===== src/rtl/shr_seq_32.sv =====
// Multi-cycle 32-bit right shifter: latches operand/amount/mode on start,
// shifts one bit per clock, then pulses done and holds the result.
module shr_seq_32 (
    input  logic        clk,
    input  logic        reset,
    input  logic        start,
    input  logic        arith,
    input  logic [31:0] in,
    input  logic [4:0]  shamt,
    output logic [31:0] out,
    output logic        busy,
    output logic        done
);

    typedef enum logic [1:0] {
        IDLE  = 2'd0,
        SHIFT = 2'd1,
        DONE  = 2'd2
    } state_t;

    state_t      state_q, state_d;
    logic [4:0]  cnt_q, cnt_d;
    logic        am_q, am_d;
    logic [31:0] out_q, out_d;

    always_comb begin
        state_d = state_q;
        cnt_d   = cnt_q;
        am_d    = am_q;
        out_d   = out_q;
        case (state_q)
            IDLE: begin
                if (start) begin
                    out_d   = in;
                    am_d    = arith;
                    cnt_d   = shamt;
                    state_d = (shamt == 5'd0) ? DONE : SHIFT;
                end
            end
            SHIFT: begin
                // Sign fill comes from the current MSB, which is preserved each step.
                out_d = {(am_q ? out_q[31] : 1'b0), out_q[31:1]};
                cnt_d = cnt_q - 5'd1;
                if (cnt_q == 5'd1) begin
                    state_d = DONE;
                end
            end
            DONE: begin
                state_d = IDLE;
            end
            default: begin
                state_d = IDLE;
            end
        endcase
    end

    always_ff @(posedge clk) begin
        if (reset) begin
            state_q <= IDLE;
            cnt_q   <= 5'd0;
            am_q    <= 1'b0;
            out_q   <= 32'd0;
        end else begin
            state_q <= state_d;
            cnt_q   <= cnt_d;
            am_q    <= am_d;
            out_q   <= out_d;
        end
    end

    assign out  = out_q;
    assign busy = (state_q == SHIFT);
    assign done = (state_q == DONE);

endmodule


===== config.mk =====
export PLATFORM = sky130hd
export DESIGN_NAME = shr_seq_32
export DESIGN_NICKNAME = d
export VERILOG_FILES = /design/src/rtl/shr_seq_32.sv
export SDC_FILE = /design/constraint.sdc
export NUM_CORES = 1
export LEC_CHECK = 0
export ABC_AREA = 0
export BUFFER_PORTS_ARGS = -buffer_cell sky130_fd_sc_hd__buf_2
export CAP_MARGIN = 20
export CELL_PAD_IN_SITES_DETAIL_PLACEMENT = 1
export CELL_PAD_IN_SITES_GLOBAL_PLACEMENT = 1
export CORE_ASPECT_RATIO = 0.8
export CORE_MARGIN = 1
export CORE_UTILIZATION = 38
export CTS_BUF_LIST = sky130_fd_sc_hd__clkbuf_8
export DETAILED_ROUTE_END_ITERATION = 10
export PLACE_DENSITY_LB_ADDON = 0.1
export SLEW_MARGIN = 20
export SYNTH_ARGS = -nofsm -noshare
export SYNTH_HDL_FRONTEND = slang
export SYNTH_SLANG_ARGS = --single-unit
export TNS_END_PERCENT = 5

===== constraint.sdc =====
create_clock -name clk -period 3.7 [get_ports clk]
set_input_delay 0.185 -clock clk [delete_from_list [all_inputs] [get_ports clk]]
set_output_delay 0.185 -clock clk [all_outputs]
set_load 0.01 [all_outputs]

After elaboration in Yosys (flattened, before gate mapping)
Cells that the tools add are included.
{"block": "totals", "n_memories": 0, "latchBits": 0, "output_inout_bits": 34, "ramBits": 0, "ff_bits": 40, "rom_bits": 0, "word_cells": 28}
{"block": "op_classes", "magnitude_cmp": 0, "n_reduce_logical": 7, "eq_ne": 6, "bitwise_logic": 0, "shifts": 0, "muxes": 9, "div_mod_pow": 0, "addsub": 1, "n_mul": 0}
{"operator": "$pmux 32 s2", "n": 1}
{"operator": "$mux 32", "n": 1}
{"operator": "$pmux 5 s2", "n": 1}
{"operator": "$mux 2", "n": 3}
{"operator": "$reduce_and 2->1", "n": 3}
{"operator": "$eq 5x1->1 const B", "n": 1}
{"operator": "$logic_not 5->1", "n": 1}
{"operator": "$mux 5", "n": 1}
{"operator": "$sub 5x1->5 const B", "n": 1}
{"operator": "$ne 2x2->1 const B", "n": 2}
{"operator": "$pmux 2 s2", "n": 1}
{"operator": "$reduce_and 3->1", "n": 1}
{"operator": "$eq 2x1->1 const B", "n": 1}
{"operator": "$eq 2x2->1 const B", "n": 1}
{"operator": "$logic_not 2->1", "n": 1}
{"operator": "$ne 2x1->1 const B", "n": 1}
{"operator": "$reduce_bool 2->1", "n": 1}
{"operator": "$mux 1", "n": 1}

Depth between registers and ports, before layout
Gate-level depths: netlist (run 1).
{"block": "logic_depth", "depth_word": 4, "ltp_mapped": 8, "depth_no_buf": 5}

Worst setup path before layout (run 1)
OpenSTA, ideal clock, no wires.
{"block": "synth_path", "kind": "input to register", "start": "input port shamt[2]", "end": "register state_q[1]", "n_path_buf": 0, "cell_stages": 3, "setup_ns": 0.079, "path_slack_ns": 2.405, "required_ns": 3.621, "arrival_time_ns": 1.216, "path_cell_list": "or4_1 -> or3_1 -> a211oi_2"}
{"block": "synth_via", "elab_chain_len": 4}
{"element": "start: declaration", "line_no": "9", "rtl": "input logic [4:0] shamt,"}
{"element": "$logic_not 5->1", "line_no": "37", "rtl": "state_d = (shamt == 5'd0) ? DONE : SHIFT;"}
{"element": "$mux 2", "line_no": "37"}
{"element": "$mux 2", "line_no": "33", "rtl": "if (start) begin"}
{"element": "$pmux 2 s2", "line_no": "31", "rtl": "case (state_q)"}
{"element": "end signal: assignment", "line_no": "64", "rtl": "state_q <= state_d;"}
{"element": "end: declaration", "line_no": "21", "rtl": "state_t state_q, state_d;"}
Every way passes these cells. The select of a mux whose other input is x is not followed.
A chain may end at the register's enable or synchronous reset.

Final worst setup path (run 1)
{"block": "layout_path", "start": "register state_q[0]", "end": "register out_q[24], in the netlist out[24]"}
{"block": "layout_via", "elab_chain_len": 3, "word_cells_on_any_way": 6, "cone_classes": "eq/ne: 2; mux: 1; reduce/logical: 3"}
{"element": "$eq 2x1->1 or $logic_not 2->1 (tied branches)", "line_no": "31"}
{"element": "$reduce_bool 2->1 (no source line) or $ne 2x2->1 (tied branches)"}
{"element": "$reduce_and 2->1 (no source line)"}
{"element": "end signal: assignment", "line_no": "67", "rtl": "out_q <= out_d;"}
{"element": "end: declaration", "line_no": "24", "rtl": "logic [31:0] out_q, out_d;"}
Several ways; a longest one is shown, not always the timed one.

==> results_dict.tcl, run 1 <==
set metrics [dict create \
    status "finished, final reports clean" \
    p_sw_share_pct 32.7 \
    ys_warn_count 0 \
    max_freq_mhz 447 \
    maxCapViolCount 0 \
    grt_pass1_vias 1785 \
    nets 337 \
    min-delay-start "arith" \
    ys_async_sr_fraction_pct 0 \
    r2r_slack_ns 1.46 \
    rr_worst_depth 4 \
    ys_seq_elements 40 \
    fin_crit_sh_pct 60.5 \
    clk_latency_ns 0.29 \
    drv_slew 0 \
    p_comb_share_pct 23.3 \
    num_rows 22 \
    dieArea_um2 5280 \
    syn_to_final_growth_pct 20.2 \
    ys_seq_area_share_pct 42.2 \
    wire_per_inst_um 14.5 \
    cp-start-kind "register" \
    clkTransAtPathRegs_ns 0.08 \
    ios 75 \
    finish.utilization_pct 48.7 \
    r2r-end "out[24]" \
    first_iter_violations 70 \
    power.switching_mw 0.342 \
    finalHoldViolations 0 \
    hold_buffers 0 \
    synth_area_um2 1900 \
    die_w_um 81.0 \
    powerDensity_nw_per_um2 459 \
    fin_crit_ns 2.24 \
    power.share.clock_pct 27.1 \
    overflow 0 \
    via_per_inst 5.26 \
    worstPathMaxFanout 53 \
    p_leak_nw 1.02 \
    initial_core_util_pct 40.6 \
    required_ns 3.89 \
    pwr-share-seq_pct 49.5 \
    dp_hpwl_mm 3.39 \
    grt_max_degree 54 \
    cts_tree "yes" \
    grt_pass1_wl_mm 8.31 \
    max_slew_margin_pct 29.8 \
    min_to "am_q" \
    synth_ff_type "dfxtp_1" \
    crit_arrival_ns 2.43 \
    end_kind "register" \
    drc_errors 0 \
    internal_power_mw 0.704 \
    whs_path_depth 3 \
    peakVddDrop_mv 0.263 \
    synth_area_per_cell_um2 8.15 \
    drive_gt1_share_pct 30.3 \
    place_congestion 0.746 \
    antenna_found_initial 0 \
    cts_sinks 40 \
    cts_buffer_depth 2 \
    cts-root-buf "clkbuf_8" \
    tns_ns 0 \
    tightest_slew_ns 1.05 \
    ys_types 39 \
    min_path_type "primary input to register" \
    setup_viol 0 \
    grt_usage_pct 20.4 \
    antenna_cells 0 \
    h-tree-depth 2 \
    synth_nets 276 \
    coreArea_um2 4680 \
    rsz0062_at_grt "false" \
    synth-edff-count 0 \
    timing.rr.start "state_q[0]" \
    yosys-top-cells-area "dfxtp_1 (42%), a311oi_1 (15%), nand2_1 (13%), nor2_1 (6.5%), buf_12 (2.1%)" \
    portBuffers 74 \
    die_height_um 65.2 \
    syn_inst 233 \
    cts_resized 0 \
    wl_mm 5.12 \
    vias 1861 \
    critPathKind "register to register" \
    postCtsSetupBuffers 0 \
    dr.pass1.iters 4 \
    finalClockSkew_ns 0.00506 \
    drt.antenna.violating_nets 0 \
    synth_top_area_share_pct 42.2 \
    yosys.area.top_type "dfxtp_1" \
    cts_made_buffers 5 \
]
[layout make-up]
type / count / area, um^2
clock buffer: 5 / 68.8
sequential: 40 / 801
inverter: 4 / 17.5
tap: 60 / 75.1
timing repair buffer: 75 / 378
fill: 613 / 2400
multi-input combinational: 168 / 928
clock inverter: 2 / 12.5
[power by group through the flow]
stage	clock network, mW	registers, mW	logic, mW
after floorplan	0	0.536	0.161
after global placement	0	0.527	0.242
after detailed placement	0	0.529	0.246
after CTS	0.295	0.519	0.248
after global routing	0.316	0.527	0.275
final	0.284	0.519	0.244
[synth_stat cells, drive strengths merged, types with 3 or more instances]
cell    count
a211oi      3
a21oi       6
a311oi     32
buf        13
clkbuf      8
dfxtp      40
inv         4
nand2      66
nand2b      3
nor2       33
nor3        3
[stage by stage]
step | hold slack, ns | cells | instance area, um^2 | worst slack [ns] | power [mW]
after global routing | 0.136 | 354 | 2280 | 1.24 | 1.12
after global placement | 0.449 | 347 | 2200 | 1.59 | 0.769
final | 0.138 | 354 | 2280 | 1.46 | 1.05
after CTS | 0.129 | 354 | 2280 | 1.45 | 1.06
after floorplan | 0.325 | 233 | 1900 | 2.40 | 0.697
after detailed placement | 0.449 | 347 | 2200 | 1.45 | 0.775
[state kept, by name, indices dropped and copies added, names as in the netlist]
name / cells
state_q: 2
out: 32
am_q: 1
cnt_q: 5
[worst max-delay path by stage]
stage	startpoint	endpoint	slack, ns	cells past startpoint
after floorplan	shamt[2]	state_q[1]	2.40	3
after global placement	state_q[0]	out[22]	1.59	4
after detailed placement	state_q[0]	out[24]	1.45	4
after CTS	state_q[0]	out[24]	1.45	4
after global routing	state_q[0]	out[24]	1.24	4
final	state_q[0]	out[24]	1.46	4
[critical path, stage by stage (launching register included)]
cell	delay (ns)
dfxtp_1	0.56
o21ba_2	0.91
buf_4	0.34
nor2_1	0.06
a311oi_1	0.26
[layer usage]
metal / part of all wire, % / track usage (%) / routed length [um] / vias up
met5: 0 / 0 / 0 / -
met3: 5.1 / 4.58 / 260 / 7
met1: 50 / 26.8 / 2580 / 864
li1: - / - / - / 943
met4: 0.98 / 6.03 / 50 / 0
met2: 44 / 33.3 / 2230 / 47
[layout by cell type, fill, tap and decap left out, drive strengths merged]
cell,count
buf,75
nand2,66
dfxtp,40
nor2,33
a311oi,32
a21oi,6
clkbuf,5
inv,4
nor3,3
nand2b,3
a211oi,3
nand3b,2
nand4,2
ha,2
nor2b,1
o21ba,1
or4,1
nor3b,1
o21ai,1
a31o,1
o21bai,1
nor4,1
o31a,1
o41ai,1
nand3,1
or3b,1
o211ai,1
or3,1
a311o,1
a31oi,1
clkinvlp,1
clkinv,1
[kinds of logic (layout without fill, tap and decap cells)]
kind of cell	count (synthesis)	in the layout	synth area share, %
AOI/OAI and AO/OA	50	50	21.6
adders and majority gates	2	2	1.32
buffers and inverters	25	86	8.90
DFF	40	40	42.2
and+or+nand+nor	116	116	26.0
(Power assumes the default switching activity.)
==> run 2, diff against run 1 <==
Settings changed: CORE_UTILIZATION 38 to 32.
Clock period 3.7 ns to 1.9 ns, I/O delays scaled along.
==> results_dict.tcl, run 2 (synthesis results as in run 1) <==
set metrics [dict create \
    hold_buffers 0 \
    antenna_found_initial 0 \
    place_congestion 0.742 \
    rsz0062_at_grt "false" \
    dr.pass1.iters 4 \
    initial_core_util_pct 34.0 \
    grt_usage_pct 18.3 \
    place_area_um2 2260 \
    overflow 0 \
    clk_latency_ns 0.29 \
    setup_viol 0 \
    maxCapViolCount 0 \
    grt_max_degree 67 \
    drt.antenna.violating_nets 0 \
    layout_commonest_cell "buf_2" \
    cts-root-buf "clkbuf_8" \
    vias 1892 \
    cp-start-kind "register" \
    status "finished, final reports clean" \
    postCtsSetupBuffers 0 \
    dp_hpwl_mm 3.78 \
    cts_tree "yes" \
    drv_slew 0 \
    die_w_um 88.1 \
    cts_sinks 40 \
    grt_pass1_wl_mm 8.86 \
    drc_errors 0 \
    coreArea_um2 5590 \
    syn_to_final_growth_pct 23.0 \
    cts_resized 0 \
    rr_worst_depth 5 \
    max_freq_mhz 616 \
    timing.rr.start "state_q[0]" \
    portBuffers 74 \
    required_ns 2.09 \
    finalClockSkew_ns 0.00524 \
    finalHoldViolations 0 \
    whs_path_depth 3 \
    p_leak_nw 1.05 \
    final_area_um2 2330 \
    whs_ns 0.0508 \
    min-delay-start "arith" \
    crit_arrival_ns 1.82 \
    largest_reg_flops 32 \
    worstPathMaxFanout 27 \
    num-fill-cells 728 \
    grt_pass1_vias 1887 \
    via_per_inst 5.05 \
    min_path_type "primary input to register" \
    h-tree-depth 2 \
    die_height_um 70.9 \
    antenna_cells 0 \
    dieArea_um2 6250 \
    wire_per_inst_um 14.4 \
    cts_made_buffers 5 \
    ios 75 \
    finish.utilization_pct 41.8 \
    first_iter_violations 67 \
    fin_crit_ns 1.62 \
    cts_buffer_depth 2 \
    tightest_slew_ns 0.604 \
    powerDensity_nw_per_um2 874 \
    peakVddDrop_mv 0.254 \
    drive_gt1_share_pct 30.6 \
    num_rows 24 \
    end_kind "register" \
    critPathKind "register to register" \
    cp-startpoint "state_q[0]" \
    wl_mm 5.39 \
    clkTransAtPathRegs_ns 0.08 \
    tns_ns 0 \
    max_slew_margin_pct 59.8 \
    fin_crit_sh_pct 85.5 \
    nets 340 \
    mostFrequentLayoutCells "buf_2 (74), nand2_1 (66), dfxtp_1 (40)" \
]
-- run 2: layout make-up --
type | instances | area, um^2 | share of cell area, %
Inverter | 4 | 17.5 | 0.750
Sequential cell | 40 | 801 | 34.3
Tap cell | 78 | 97.6 | 4.18
Clock buffer | 5 | 68.8 | 2.95
Clock inverter | 2 | 8.76 | 0.375
Multi-Input combinational cell | 168 | 928 | 39.8
Timing Repair Buffer | 78 | 413 | 17.7
-- run 2: final timing paths --
check,endpoint,slack (ns)
max reg2reg,out[26],0.28
min reg2reg,out[5],0.49
min,am_q,0.05
max,out[26],0.28
-- run 2: worst max-delay path, cell delays in order (launching register included) --
cell and delay [ns]:
dfxtp_1 0.57, nand2b_4 0.10, inv_4 0.25, buf_4 0.25, nand2_1 0.07, a311oi_1 0.28
-- run 2: routing by layer --
| metal | track usage, % | vias up | share of wire, % |
|---|---|---|---|
| met5 | 0 | - | 0 |
| met4 | 5.38 | 0 | 1.1 |
| met3 | 4.67 | 7 | 5.6 |
| met2 | 29.8 | 47 | 44 |
| met1 | 23.9 | 891 | 49 |
| li1 | - | 947 | - |
-- run 2: where the power goes --
| group | leakage, nW | internal [mW] | switching (mW) |
|---|---|---|---|
| Clock | 0.0452 | 0.245 | 0.292 |
| Sequential | 0.332 | 0.931 | 0.0764 |
| Combinational | 0.669 | 0.203 | 0.293 |
| Total | 1.05 | 1.38 | 0.662 |
-- run 2: through the flow --
stage	worst slack, ns	power (mW)	instances
6_report	0.276	2.04	375
5_1_grt	0.156	2.16	375
4_1_cts	0.245	2.07	375
3_5_place_dp	0.274	1.53	368
3_3_place_gp	0.425	1.52	368
2_1_floorplan	0.609	1.36	233
